<file path="config.mk">
export PLATFORM = sky130hd
export DESIGN_NAME = audio_i2s_tx_flat
export DESIGN_NICKNAME = d
export VERILOG_FILES = /design/src/rtl/audio_i2s_tx_if.sv /design/src/rtl/audio_i2s_tx.sv /design/src/flat_wrapper.sv
export SDC_FILE = /design/constraint.sdc
export NUM_CORES = 1
export LEC_CHECK = 0
export ABC_AREA = 1
export BUFFER_PORTS_ARGS = -buffer_cell sky130_fd_sc_hd__buf_2
export CAP_MARGIN = 20
export CORE_MARGIN = 4
export CORE_UTILIZATION = 52
export DETAILED_ROUTE_END_ITERATION = 7
export GPL_ROUTABILITY_DRIVEN = 0
export PLACE_DENSITY = 0.69
export SETUP_SLACK_MARGIN = 0.02
export SLEW_MARGIN = 15
export SYNTH_ARGS = -nofsm -noshare
export SYNTH_HDL_FRONTEND = slang
export SYNTH_SLANG_ARGS = --single-unit
</file>
<file path="constraint.sdc">
create_clock -name clk -period 16.3 [get_ports clk]
set_clock_uncertainty 0.15 [all_clocks]
set_input_delay 0.815 -clock clk [delete_from_list [all_inputs] [get_ports clk]]
set_output_delay 0.815 -clock clk [all_outputs]
set_load 0.005 [all_outputs]
</file>
<file path="src/rtl/audio_i2s_tx_if.sv">
// Sample-pair input channel of the I2S transmitter.
// A pair moves on every clk edge where in_valid && in_ready; the source holds
// in_l/in_r steady while in_valid is high and in_ready is low.
interface audio_i2s_tx_if #(
  parameter int DW = 16
);
  logic          in_valid;
  logic          in_ready;
  logic [DW-1:0] in_l;
  logic [DW-1:0] in_r;

  modport master (output in_valid, output in_l, output in_r, input in_ready);
  modport slave  (input in_valid, input in_l, input in_r, output in_ready);
endinterface

</file>
<file path="src/rtl/audio_i2s_tx.sv">
// Stereo I2S / left-justified DAC serializer: pair FIFO, clock dividers,
// saturating cross-mix, channel swap and underrun reporting.
module audio_i2s_tx #(
  parameter int DW    = 16,
  parameter int SLOT  = 16,
  parameter int DIV   = 4,
  parameter int DEPTH = 4
) (
  input  logic          clk,
  input  logic          nreset,
  audio_i2s_tx_if.slave src,
  input  logic          mix,
  input  logic          exchan,
  input  logic          i2s_mode,
  output logic          underrun,
  output logic          aud_xck,
  output logic          aud_bclk,
  output logic          aud_daclrck,
  output logic          aud_dacdat,
  output logic          debug_state
);

  localparam int DCW = (DIV > 1) ? $clog2(DIV) : 1;
  localparam int BCW = $clog2(2 * SLOT);
  localparam int AW  = $clog2(DEPTH);
  localparam int CW  = AW + 1;

  localparam logic [DCW-1:0] DIV_LAST = DCW'(DIV - 1);
  localparam logic [BCW-1:0] BIT_LAST = BCW'(2 * SLOT - 1);
  localparam logic [BCW-1:0] SLOT_B   = BCW'(SLOT);
  localparam logic [BCW-1:0] DW_B     = BCW'(DW);
  localparam logic [CW-1:0]  DEPTH_C  = CW'(DEPTH);

  typedef enum logic {
    ST_WAIT = 1'b0,
    ST_RUN  = 1'b1
  } state_t;

  state_t         state_q, state_d;
  logic [DCW-1:0] div_cnt;
  logic [BCW-1:0] bit_cnt, bit_d;
  logic           tick, fall, load;

  logic [DW-1:0]  fifo_l [DEPTH];
  logic [DW-1:0]  fifo_r [DEPTH];
  logic [AW-1:0]  wr_ptr, rd_ptr;
  logic [CW-1:0]  count;
  logic           empty, full, push, pop;

  logic [DW-1:0]  held_l, held_r;
  logic           mix_q, exchan_q, i2s_q;
  logic [DW-1:0]  sel_l, sel_r, mixed_l, mixed_r, word_left, word_right;
  logic           sel_mix, sel_exchan, sel_i2s;
  logic [DW-1:0]  slot_word, shifted;
  logic [BCW-1:0] slot_bit;
  logic           right_slot, lj_bit, lj_prev;

  // Saturating a + (b >>> 1) evaluated in DW+1 bits.
  function automatic logic [DW-1:0] sat_mix(input logic [DW-1:0] a, input logic [DW-1:0] b);
    logic [DW:0] sum;
    sum = {a[DW-1], a} + {b[DW-1], b[DW-1], b[DW-1:1]};
    return (sum[DW] != sum[DW-1]) ? {sum[DW], {(DW-1){~sum[DW]}}} : sum[DW-1:0];
  endfunction

  assign tick        = (div_cnt == DIV_LAST);
  assign fall        = tick && aud_bclk;
  assign debug_state = state_q;

  always_ff @(posedge clk or negedge nreset) begin
    if (!nreset) begin
      div_cnt  <= '0;
      aud_bclk <= 1'b0;
      aud_xck  <= 1'b0;
    end else begin
      aud_xck <= ~aud_xck;
      if (tick) begin
        div_cnt  <= '0;
        aud_bclk <= ~aud_bclk;
      end else begin
        div_cnt <= div_cnt + DCW'(1);
      end
    end
  end

  // The very first falling edge starts the frame; afterwards a load happens on wrap.
  always_ff @(posedge clk or negedge nreset) begin
    if (!nreset) begin
      state_q <= ST_WAIT;
      bit_cnt <= '0;
    end else begin
      state_q <= state_d;
      bit_cnt <= bit_d;
    end
  end

  always_comb begin
    state_d = state_q;
    bit_d   = bit_cnt;
    load    = 1'b0;
    if (fall) begin
      case (state_q)
        ST_WAIT: begin
          state_d = ST_RUN;
          bit_d   = '0;
          load    = 1'b1;
        end
        ST_RUN: begin
          if (bit_cnt == BIT_LAST) begin
            bit_d = '0;
            load  = 1'b1;
          end else begin
            bit_d = bit_cnt + BCW'(1);
          end
        end
        default: state_d = ST_WAIT;
      endcase
    end
  end

  // in_ready comes from the registered count, so a same-cycle pop never frees a full FIFO.
  assign empty        = (count == '0);
  assign full         = (count == DEPTH_C);
  assign src.in_ready = !full;
  assign push         = src.in_valid && !full;
  assign pop          = load && !empty;

  always_ff @(posedge clk) begin
    if (push) begin
      fifo_l[wr_ptr] <= src.in_l;
      fifo_r[wr_ptr] <= src.in_r;
    end
  end

  always_ff @(posedge clk or negedge nreset) begin
    if (!nreset) begin
      wr_ptr <= '0;
      rd_ptr <= '0;
      count  <= '0;
    end else begin
      if (push) wr_ptr <= wr_ptr + AW'(1);
      if (pop)  rd_ptr <= rd_ptr + AW'(1);
      case ({push, pop})
        2'b10:   count <= count + CW'(1);
        2'b01:   count <= count - CW'(1);
        default: count <= count;
      endcase
    end
  end

  // On a popping load the fresh pair and modes take effect in the same edge.
  always_comb begin
    sel_l      = pop ? fifo_l[rd_ptr] : held_l;
    sel_r      = pop ? fifo_r[rd_ptr] : held_r;
    sel_mix    = pop ? mix            : mix_q;
    sel_exchan = pop ? exchan         : exchan_q;
    sel_i2s    = pop ? i2s_mode       : i2s_q;
    mixed_l    = sel_mix ? sat_mix(sel_l, sel_r) : sel_l;
    mixed_r    = sel_mix ? sat_mix(sel_r, sel_l) : sel_r;
    word_left  = sel_exchan ? mixed_r : mixed_l;
    word_right = sel_exchan ? mixed_l : mixed_r;
  end

  always_comb begin
    right_slot = (bit_d >= SLOT_B);
    slot_bit   = right_slot ? (bit_d - SLOT_B) : bit_d;
    slot_word  = right_slot ? word_right : word_left;
    shifted    = slot_word << slot_bit;
    lj_bit     = (slot_bit < DW_B) && shifted[DW-1];
  end

  // lj_prev is the left-justified stream one BCLK late, which is exactly the I2S stream.
  always_ff @(posedge clk or negedge nreset) begin
    if (!nreset) begin
      held_l      <= '0;
      held_r      <= '0;
      mix_q       <= 1'b0;
      exchan_q    <= 1'b0;
      i2s_q       <= 1'b0;
      aud_daclrck <= 1'b0;
      aud_dacdat  <= 1'b0;
      lj_prev     <= 1'b0;
      underrun    <= 1'b0;
    end else begin
      underrun <= load && empty;
      if (pop) begin
        held_l   <= fifo_l[rd_ptr];
        held_r   <= fifo_r[rd_ptr];
        mix_q    <= mix;
        exchan_q <= exchan;
        i2s_q    <= i2s_mode;
      end
      if (fall) begin
        aud_daclrck <= right_slot;
        aud_dacdat  <= sel_i2s ? lj_prev : lj_bit;
        lj_prev     <= lj_bit;
      end
    end
  end

endmodule

</file>
<file path="src/flat_wrapper.sv">
// flat-port wrapper written by rule: the top's interface ports become plain ports
module audio_i2s_tx_flat 
#(
  parameter int DW    = 16,
  parameter int SLOT  = 16,
  parameter int DIV   = 4,
  parameter int DEPTH = 4
)
  (clk, nreset, mix, exchan, i2s_mode, underrun, aud_xck, aud_bclk, aud_daclrck, aud_dacdat, debug_state, src_in_valid, src_in_l, src_in_r, src_in_ready);
  audio_i2s_tx_if #(.DW(DW)) src_i ();
  input  logic clk;
  input  logic nreset;
  input  logic mix;
  input  logic exchan;
  input  logic i2s_mode;
  output logic underrun;
  output logic aud_xck;
  output logic aud_bclk;
  output logic aud_daclrck;
  output logic aud_dacdat;
  output logic debug_state;
  input wire logic [$bits(src_i.in_valid)-1:0] src_in_valid;
  input wire logic [$bits(src_i.in_l)-1:0] src_in_l;
  input wire logic [$bits(src_i.in_r)-1:0] src_in_r;
  output wire logic [$bits(src_i.in_ready)-1:0] src_in_ready;
  assign src_i.in_valid = src_in_valid;
  assign src_i.in_l = src_in_l;
  assign src_i.in_r = src_in_r;
  assign src_in_ready = src_i.in_ready;
  audio_i2s_tx #(.DW(DW), .SLOT(SLOT), .DIV(DIV), .DEPTH(DEPTH)) u_core (.clk(clk), .nreset(nreset), .src(src_i), .mix(mix), .exchan(exchan), .i2s_mode(i2s_mode), .underrun(underrun), .aud_xck(aud_xck), .aud_bclk(aud_bclk), .aud_daclrck(aud_daclrck), .aud_dacdat(aud_dacdat), .debug_state(debug_state));
endmodule
</file>
==> key figures, run 1 <==
Place
  • Post-Place Cell Area: 10500 um2
  • Port bufs: 44
  • DP Wirelength: 16.6 mm

Hold path
  • Hold Crit Depth: 1
  • Hold Path Origin: u_core.aud_xck$_DFF_PN0_
  • Hold Path End: u_core.aud_xck$_DFF_PN0_
  • Hold WC Path Type: reg2reg

Global route
  • Met2 Usage GRT: 0.388
  • Largest net degree at the start of global routing: 71
  • Met3 Use GR: 0.0466
  • Vias in the first global route: between 7000 and 8000
  • Most used routing layer: met2
  • Initial antenna violation count: 0
  • Total global-route track usage: 0.238
  • First-pass GRT wire length: 40.1 mm
  • Global routing usage on met1: 0.320
  • Total grt overflow: 0

Detailed routing
  • WL/cell: 17.0 um
  • ANT nets after route: 0
  • Initial drt markers: 588
  • Final wirelength: 24.8 mm
  • Pre-antenna DRT Iters: 5
  • DRC Markers: 0
  • Vias per inst: 5.48
  • Total number of vias: 7973

Synthesis
  • Synth Cell Area: ~10000 um2
  • Synth Register Bits: 184
  • Syn nets: around 1200
  • Synth area leaders: edfxtp_1 (38%), dfrtp_1 (14%), nand2_1 (8.8%)
  • Syn_area_per_cell: 8.72 um2
  • Yosys top cell by area: edfxtp_1
  • Synth unique cells: 45
  • Synth top area share: 0.385
  • YS warnings: 0
  • Post-synthesis sequential area ratio: 0.525
  • Mapped Cells: 1145

Clocking
  • CTS tree: done
  • Clock transition at the registers of the reported paths: about 80 ps
  • H-tree levels: 4
  • Clk sinks: ~180
  • Setup Fix Bufs, Post-CTS: 0
  • Post-CTS Resized: 0
  • Worst-skew pair later-pin latency: 440 ps
  • Clk root buf: clkbuf_16
  • Clock tree buffer depth: 2
  • TritonCTS Buffers: 17
  • Cts hold-fix bufs: 0

Die
  • Std cell rows: 50
  • Die Area: 21500 um2
  • I/O pin count: 45
  • Core area: 18800 um2
  • Initial Utilization: 0.530
  • Die height: 147 um
  • Die width: 147 um

Worst setup path
  • Arrival @ worst endpoint: 7050 ps
  • Crit-path slowest cell: nor2_4
  • Worst R2R Start: u_core.bit_cnt[0]$_DFF_PN0_
  • CP max FO: 35
  • CP required: 16470 ps
  • Cell repeated most along the worst path: nand2_1
  • Flop-to-flop setup slack: 9420 ps
  • Worst R2R Path Depth: 36
  • Setup crit end kind: flip-flop
  • WS Path Type: reg2reg
  • Crit path largest cell delay: 680 ps
  • FF-to-FF End: u_core.lj_prev$_DFFE_PN0N_
  • Critical Path Source: u_core.bit_cnt[0]$_DFF_PN0_
  • Type of origin of the critical path: flip-flop

Timing
  • RSZ-0062 raised after global routing: no
  • Slew @ Worst Pin: 864 ps
  • Min Clock Period, post-route: around 6900 ps
  • Final setup violation count: 0
  • Final slew viol count: 0
  • Final period util: 0.422
  • Final hold violation count: 0
  • Total Neg Setup Slack: 0 ps
  • Max Clk Rate: around 0.15 GHz
  • Hold WS: 272 ps
  • Worst rel slew slack: 0.423

Final layout
  • Multi-input logic area: 4160 um2
  • Post-Layout Inst Area: 11100 um2
  • Seq. cell area: about 5200 um2
  • Fill cells: 1667
  • Commonest non-fill, non-tap cells in the layout: nand2_1 (235), nor2_1 (194), edfxtp_1 (128)
  • Leading cell type in the layout, fill and taps excluded: nand2_1
  • Layout area overhead: 11.1%
  • Antenna Cells: 0
  • Post-layout nets: 1263
  • Layout cells sized above 1: 0.120

Power and ir drop
  • Static Leak: ~5 nW
  • Pwr Density: 102 nW/um2
  • Max VDD drop: 0.0789 mV

Status
  • Status: finished, final reports clean

Flow run
  • Max-Cap Viols: 0
## sequential cells by signal, indices dropped and copies added, names as in the netlist, 2 cells and up, named ones only
| name | cells |
|---|---|
| u_core.div_cnt | 2 |
| u_core.count | 3 |
| u_core.fifo_l | 64 |
| u_core.fifo_r | 64 |
| u_core.held_l | 16 |
| u_core.bit_cnt | 5 |
| u_core.wr_ptr | 2 |
| u_core.held_r | 15 |
| u_core.rd_ptr | 2 |
## synth_stat cells (all sizes together)
| master | number |
|---|---|
| nor3 | 8 |
| o21bai | 1 |
| a21boi | 1 |
| o21a | 2 |
| a31oi | 30 |
| a2111oi | 1 |
| o221a | 2 |
| nand2 | 256 |
| a21oi | 44 |
| buf | 21 |
| clkbuf | 19 |
| and2 | 2 |
| nor2b | 1 |
| nand4 | 4 |
| or2 | 14 |
| nand3b | 2 |
| inv | 105 |
| o311ai | 2 |
| clkinv | 4 |
| o21ai | 90 |
| xnor2 | 2 |
| edfxtp | 128 |
| nor2 | 199 |
| nand3 | 94 |
| a21o | 4 |
| o22ai | 2 |
| ha | 41 |
| o221ai | 1 |
| dfrtp | 56 |
| a211oi | 1 |
| fa | 1 |
| xor2 | 7 |
## metal layers
| metal | vias to the layer above | wire (um) |
|---|---|---|
| met5 | - | 0 |
| met4 | 0 | 641 |
| met3 | 47 | 1520 |
| met2 | 277 | 11700 |
| met1 | 3733 | 10900 |
| li1 | 3916 | - |
## final cells by class
class	instances	share of cell area
clock inverter	15	0.0179
clock buffer	17	0.0383
inverter	109	0.0373
multi-input combinational	812	0.375
sequential	184	0.473
timing repair buffer	59	0.0300
tap	260	0.0293
## per-stage QoR
stage | cells | utilization | power (mW) | setup WS (ps)
6_report | 1456 | 0.590 | 1.13 | 9420
5_1_grt | 1456 | 0.590 | 1.18 | 8830
4_1_cts | 1456 | 0.590 | 1.14 | 9400
3_5_place_dp | 1424 | 0.556 | 0.725 | 9630
3_3_place_gp | 1424 | 0.556 | 0.722 | 9860
2_1_floorplan | 1145 | - | 0.670 | 11100
## kinds of logic (layout without fill, tap and decap cells)
group,Yosys count,after routing,share of synthesized area
buf+inv,149,200,0.0616
flops,184,184,0.525
simple gates,580,580,0.251
xor+xnor,9,9,0.00864
compound gates,181,181,0.100
fa+ha+maj,42,42,0.0534
## how the worst max path moves through the flow
stage,endpoint,slack (ps),cells after the start
floorplan,u_core.lj_prev$_DFFE_PN0N_,11100,37
finish,u_core.lj_prev$_DFFE_PN0N_,9420,36
CTS,u_core.lj_prev$_DFFE_PN0N_,9400,36
detailed placement,u_core.lj_prev$_DFFE_PN0N_,9630,36
global route,u_core.lj_prev$_DFFE_PN0N_,8830,36
global placement,u_core.lj_prev$_DFFE_PN0N_,9860,34
## power by group
part	total (mW)	internal [mW]	switching [mW]
Combinational	0.119	0.0296	0.0891
Clock	0.416	0.210	0.206
Sequential	0.593	0.577	0.0157
## worst max-delay path, delay by kind of cell (launching register included)
kind | cells | cell delay (ps)
flip-flops | 1 | 420
buffers and inverters | 6 | 1170
AO/OA/AOI/OAI | 7 | 1450
XOR/XNOR | 1 | 250
AND/OR/NAND/NOR | 18 | 2140
adder cells (fa/ha/maj) | 4 | 1170
No activity file was read; power rests on OpenSTA's default activity.
==> run 2: changes to the inputs <==
- clock period: 16.3 -> 7 ns (I/O delays scaled with it)
==> run 2 against run 1 <==
Net effect:
- non-clock buffer count increased by 45
- utilization grew 2.2 points
- sequential power grew 130%
- clock-buffer cell count unchanged
- sequential share of layout area is 1.7 points lower
- combinational power increased by 150%
- largest cell class unchanged
==> key figures, run 2 (synthesis gave the netlist of run 1 again) <==
Status
  • Status: finished, final reports clean

Worst setup path
  • Worst R2R Path Depth: 36
  • Setup crit end kind: flip-flop
  • Flop-to-flop setup slack: 720 ps
  • Worst R2R Start: u_core.bit_cnt[0]$_DFF_PN0_
  • Cell repeated most along the worst path: nand2_1
  • Arrival @ worst endpoint: 6450 ps
  • Crit path largest cell delay: 450 ps
  • CP max FO: 17
  • Type of origin of the critical path: flip-flop
  • Critical Path Source: u_core.bit_cnt[0]$_DFF_PN0_
  • Crit-path slowest cell: inv_1
  • FF-to-FF End: u_core.lj_prev$_DFFE_PN0N_
  • CP required: 7170 ps
  • WS Path Type: reg2reg

Flow run
  • Max-Cap Viols: 0

Global route
  • Total grt overflow: 0
  • Total global-route track usage: 0.233
  • Initial antenna violation count: 0
  • Largest net degree at the start of global routing: 58
  • Vias in the first global route: 7516
  • First-pass GRT wire length: 39.8 mm

Detailed routing
  • Pre-antenna DRT Iters: 5
  • Vias per inst: 5.32
  • Final wirelength: 24.2 mm
  • ANT nets after route: 0
  • Total number of vias: 7986
  • DRC Markers: 0
  • WL/cell: 16.1 um
  • Initial drt markers: between 600 and 700

Final layout
  • Multi-input logic area: 4160 um2
  • Commonest non-fill, non-tap cells in the layout: nand2_1 (235), nor2_1 (194), edfxtp_1 (128)
  • Final Instance Count excl. Fillers: 1501
  • Largest regs: u_core.fifo_l: 64 flops, u_core.fifo_r: 64 flops, u_core.held_l: 16 flops
  • Fill cells: 1636
  • Antenna Cells: 0
  • Post-layout nets: ~1300
  • Layout area overhead: 15.3%
  • Layout cells sized above 1: 0.125
  • Seq. cell area: approximately 5200 um2
  • Leading cell type in the layout, fill and taps excluded: nand2_1
  • Fin util: 0.612

Place
  • DP Wirelength: ~16 mm
  • Port bufs: 44
  • Pre-CTS setup slack: 859 ps
  • Placed insts: 1435

Power and ir drop
  • Pwr Density: 228 nW/um2
  • Max VDD drop: 0.217 mV
  • Static Leak: 5.09 nW

Clocking
  • H-tree levels: 4
  • TritonCTS Buffers: 17
  • Clock tree buffer depth: 2
  • Cts hold-fix bufs: 33
  • Setup Fix Bufs, Post-CTS: 0
  • Clock transition at the registers of the reported paths: 70 ps
  • Clk sinks: 184
  • CTS tree: done
  • Post-CTS Resized: 0
  • Clk root buf: clkbuf_16
  • Worst-skew pair later-pin latency: 430 ps

Die
  • Die width: 147 um
  • Core area: 18800 um2
  • Die Area: between 20000 and 25000 um2
  • Initial Utilization: 0.530
  • Std cell rows: 50
  • Die height: 147 um
  • I/O pin count: 45

Timing
  • Setup ws final: 720 ps
  • Slew @ Worst Pin: 841 ps
  • Min Clock Period, post-route: 6280 ps
  • Final slew viol count: 0
  • RSZ-0062 raised after global routing: no
  • Final setup violation count: 0
  • Final hold violation count: 0
  • Final period util: 0.897
  • Worst rel slew slack: 0.440
  • Total Neg Setup Slack: 0 ps
  • Max Clk Rate: approximately 0.16 GHz

Hold path
  • Hold Crit Depth: 3
  • Hold WC Path Type: in2reg
  • Hold Path End: u_core.exchan_q$_DFF_PN0_
  • Hold Path Origin: exchan
run 2: cell types whose count changed in the layout (fill, tap and decap cells not counted), moves of 2 or more:
cell	change
buf_4	+10
clkinv_2	+2
inv_12	-2
clkinv_8	-5
dlygate4sd3_1	+33
run 2: how the worst max path moves through the flow:
stage	to	slack, ps	cells past startpoint
6_report	u_core.lj_prev$_DFFE_PN0N_	720	36
5_1_grt	u_core.aud_dacdat$_DFFE_PN0N_	100	37
4_1_cts	u_core.lj_prev$_DFFE_PN0N_	740	36
3_5_place_dp	u_core.lj_prev$_DFFE_PN0N_	860	36
3_3_place_gp	u_core.lj_prev$_DFFE_PN0N_	950	36
2_1_floorplan	u_core.lj_prev$_DFFE_PN0N_	1800	37
run 2: layout make-up:
type	instances	share of cell area
Clock buffer	17	0.0369
Clock inverter	15	0.0140
Inverter	109	0.0360
Multi-Input combinational cell	812	0.361
Sequential cell	184	0.456
Tap cell	260	0.0282
Timing Repair Buffer	104	0.0682
run 2: worst max-delay path: cells and delay by family (launching register included):
| kind | cells | cell delay, ps |
|---|---|---|
| adder cells (fa/ha/maj) | 4 | 1120 |
| AO/OA/AOI/OAI | 7 | 1560 |
| flip-flops | 1 | 390 |
| AND/OR/NAND/NOR | 18 | 1650 |
| buffers and inverters | 6 | 1040 |
| XOR/XNOR | 1 | 240 |
run 2: per-stage QoR:
step           cell area [um2]  hold WS [ps]  power, mW
4_1_cts                  11500          43.6       2.64
3_5_place_dp             10600           254       1.69
6_report                 11500          54.5       2.62
2_1_floorplan             9990         -95.6       1.56
3_3_place_gp             10600           255       1.67
5_1_grt                  11500          57.1       2.74
run 2: power by group:
group	switching [mW]	leakage [nW]	internal, mW	total, mW
registers	0.0365	1.83	1.35	1.38
logic	0.210	2.98	0.0874	0.297
clock network	0.441	0.280	0.504	0.945
total	0.687	5.09	1.94	2.62
run 2: layer usage:
layer | GRT usage | part of all wire | vias up | wire length [um]
met1 | 0.324 | 0.47 | 3738 | 11200
li1 | - | - | 3999 | -
met2 | 0.375 | 0.46 | 216 | 11200
met4 | 0.0724 | 0.023 | 0 | 568
met5 | 0 | 0 | - | 0
met3 | 0.0416 | 0.047 | 33 | 1140
==> run 3: changes to the inputs <==
- PLACE_DENSITY: 0.69 -> default
- PLACE_DENSITY_LB_ADDON: default -> 0.08
==> run 3 against run 2 <==
Net effect:
- sequential power barely moved
- sequential cell count did not move
- fmax fell by 1.7%
- critical path type unchanged
- highest routed layer unchanged
==> key figures, run 3 (synthesis gave the netlist of run 1 again) <==
Timing
  • Final hold violation count: 0
  • Worst rel slew slack: 0.392
  • Final period util: 0.913
  • RSZ-0062 raised after global routing: no
  • Slew @ Worst Pin: 911 ps
  • Final setup violation count: 0
  • Max Clk Rate: 0.157 GHz
  • Min Clock Period, post-route: 6390 ps
  • Final slew viol count: 0
  • Total Neg Setup Slack: 0 ps

Clocking
  • TritonCTS Buffers: 17
  • Clock tree buffer depth: 2
  • Worst-skew pair later-pin latency: 440 ps
  • Clk sinks: 184
  • Clock transition at the registers of the reported paths: 70 ps
  • H-tree levels: 4
  • CTS tree: done
  • Setup Fix Bufs, Post-CTS: 0
  • Clk root buf: clkbuf_16

Die
  • Std cell rows: 50
  • Core area: 18800 um2
  • Die Area: 21500 um2
  • Die width: 147 um
  • I/O pin count: 45
  • Die height: 147 um
  • Initial Utilization: 0.530

Place
  • Post-Place Cell Area: ~11000 um2
  • DP Wirelength: ~17 mm
  • Port bufs: 44

Final layout
  • Largest regs: u_core.fifo_l: 64 flops, u_core.fifo_r: 64 flops, u_core.held_l: 16 flops
  • Antenna Cells: 0
  • Leading cell type in the layout, fill and taps excluded: nand2_1
  • Layout area overhead: 15.4%
  • Commonest non-fill, non-tap cells in the layout: nand2_1 (235), nor2_1 (194), edfxtp_1 (128)
  • Layout cells sized above 1: 0.124
  • Post-Layout Inst Area: roughly 12000 um2
  • Post-layout nets: 1306

Detailed routing
  • WL/cell: 17.0 um
  • Vias per inst: about 5.4
  • DRC Markers: 0
  • Initial drt markers: roughly 520
  • ANT nets after route: 0
  • Pre-antenna DRT Iters: 6
  • Final wirelength: between 20 and 30 mm
  • Total number of vias: 8068

Hold path
  • Hold WC Path Type: in2reg

Power and ir drop
  • Pwr Density: 231 nW/um2
  • Total power: 2.66 mW
  • Static Leak: 5.08 nW
  • Max VDD drop: 0.180 mV

Worst setup path
  • Crit path largest cell delay: ~440 ps
  • Type of origin of the critical path: flip-flop
  • Arrival @ worst endpoint: 6610 ps
  • CP required: 7220 ps
  • Setup crit end kind: flip-flop
  • CP max FO: 22
  • Crit-path slowest cell: a31oi_1
  • WS Path Type: reg2reg
  • Cell repeated most along the worst path: nand2_1

Global route
  • Total grt overflow: 0
  • Largest net degree at the start of global routing: 70
  • Vias in the first global route: 7804
  • First-pass GRT wire length: 41.4 mm
  • Total global-route track usage: 0.244
  • Initial antenna violation count: 0

Status
  • Status: finished, final reports clean

Flow run
  • Max-Cap Viols: 0
-- run 3: metal layers --
metal  track usage  part of all wire
met1         0.334              0.45
met2         0.395              0.47
met3        0.0326             0.047
met4        0.0988             0.032
met5             0                 0
-- run 3: final timing paths --
path	startpoint	end	slack, ps	cells after the start
max in group asynchronous	nreset	u_core.rd_ptr[0]$_DFFE_PN0N_	5720	3
worst max-delay path	u_core.bit_cnt[0]$_DFF_PN0_	u_core.lj_prev$_DFFE_PN0N_	610	36
worst min register to register	u_core.aud_xck$_DFF_PN0_	u_core.aud_xck$_DFF_PN0_	270	1
worst min-delay path	exchan	u_core.exchan_q$_DFF_PN0_	80	3
worst max register to register	u_core.bit_cnt[0]$_DFF_PN0_	u_core.lj_prev$_DFFE_PN0N_	610	36
min in group asynchronous	nreset	u_core.aud_xck$_DFF_PN0_	450	3
-- run 3: area by class of cell --
cell class / count / area, um2
fillers: 1607 / 7310
repair buffers: 102 / 751
inverters: 109 / 418
well taps: 260 / 325
multi-input cells: 812 / 4160
flip-flops and latches: 184 / 5250
clock inverters: 15 / 199
clock buffers: 17 / 425
-- run 3: what timing repair did --
action	in CTS	in global routing
endpoints found under the hold margin	184	0
setup endpoints to repair	0	2
resized for setup	0	1
hold buffers	33	0
-- run 3: power breakdown --
group	leakage (nW)	total, mW	internal (mW)	switching (mW)
combinational	2.96	0.293	0.0817	0.211
sequential	1.83	1.38	1.35	0.0360
clock	0.294	0.988	0.519	0.469
-- run 3: per-stage QoR --
stage | setup WS, ps | std cells | hold slack, ps | utilization
global route | 69.6 | 1499 | 94.0 | 0.612
finish | 612 | 1499 | 76.3 | 0.612
CTS | 575 | 1499 | 60.2 | 0.612
detailed placement | 672 | 1434 | 259 | 0.561
floorplan | 1800 | 1145 | -95.6 | -
global placement | 694 | 1434 | 253 | 0.561
-- run 3: worst max-delay path, delay by kind of cell (launching register included) --
family / cells / cell delay, ps
AND/OR/NAND/NOR: 18 / 1860
AO/OA/AOI/OAI: 7 / 1490
buffers and inverters: 6 / 1000
adder cells (fa/ha/maj): 4 / 1170
flip-flops: 1 / 400
XOR/XNOR: 1 / 260
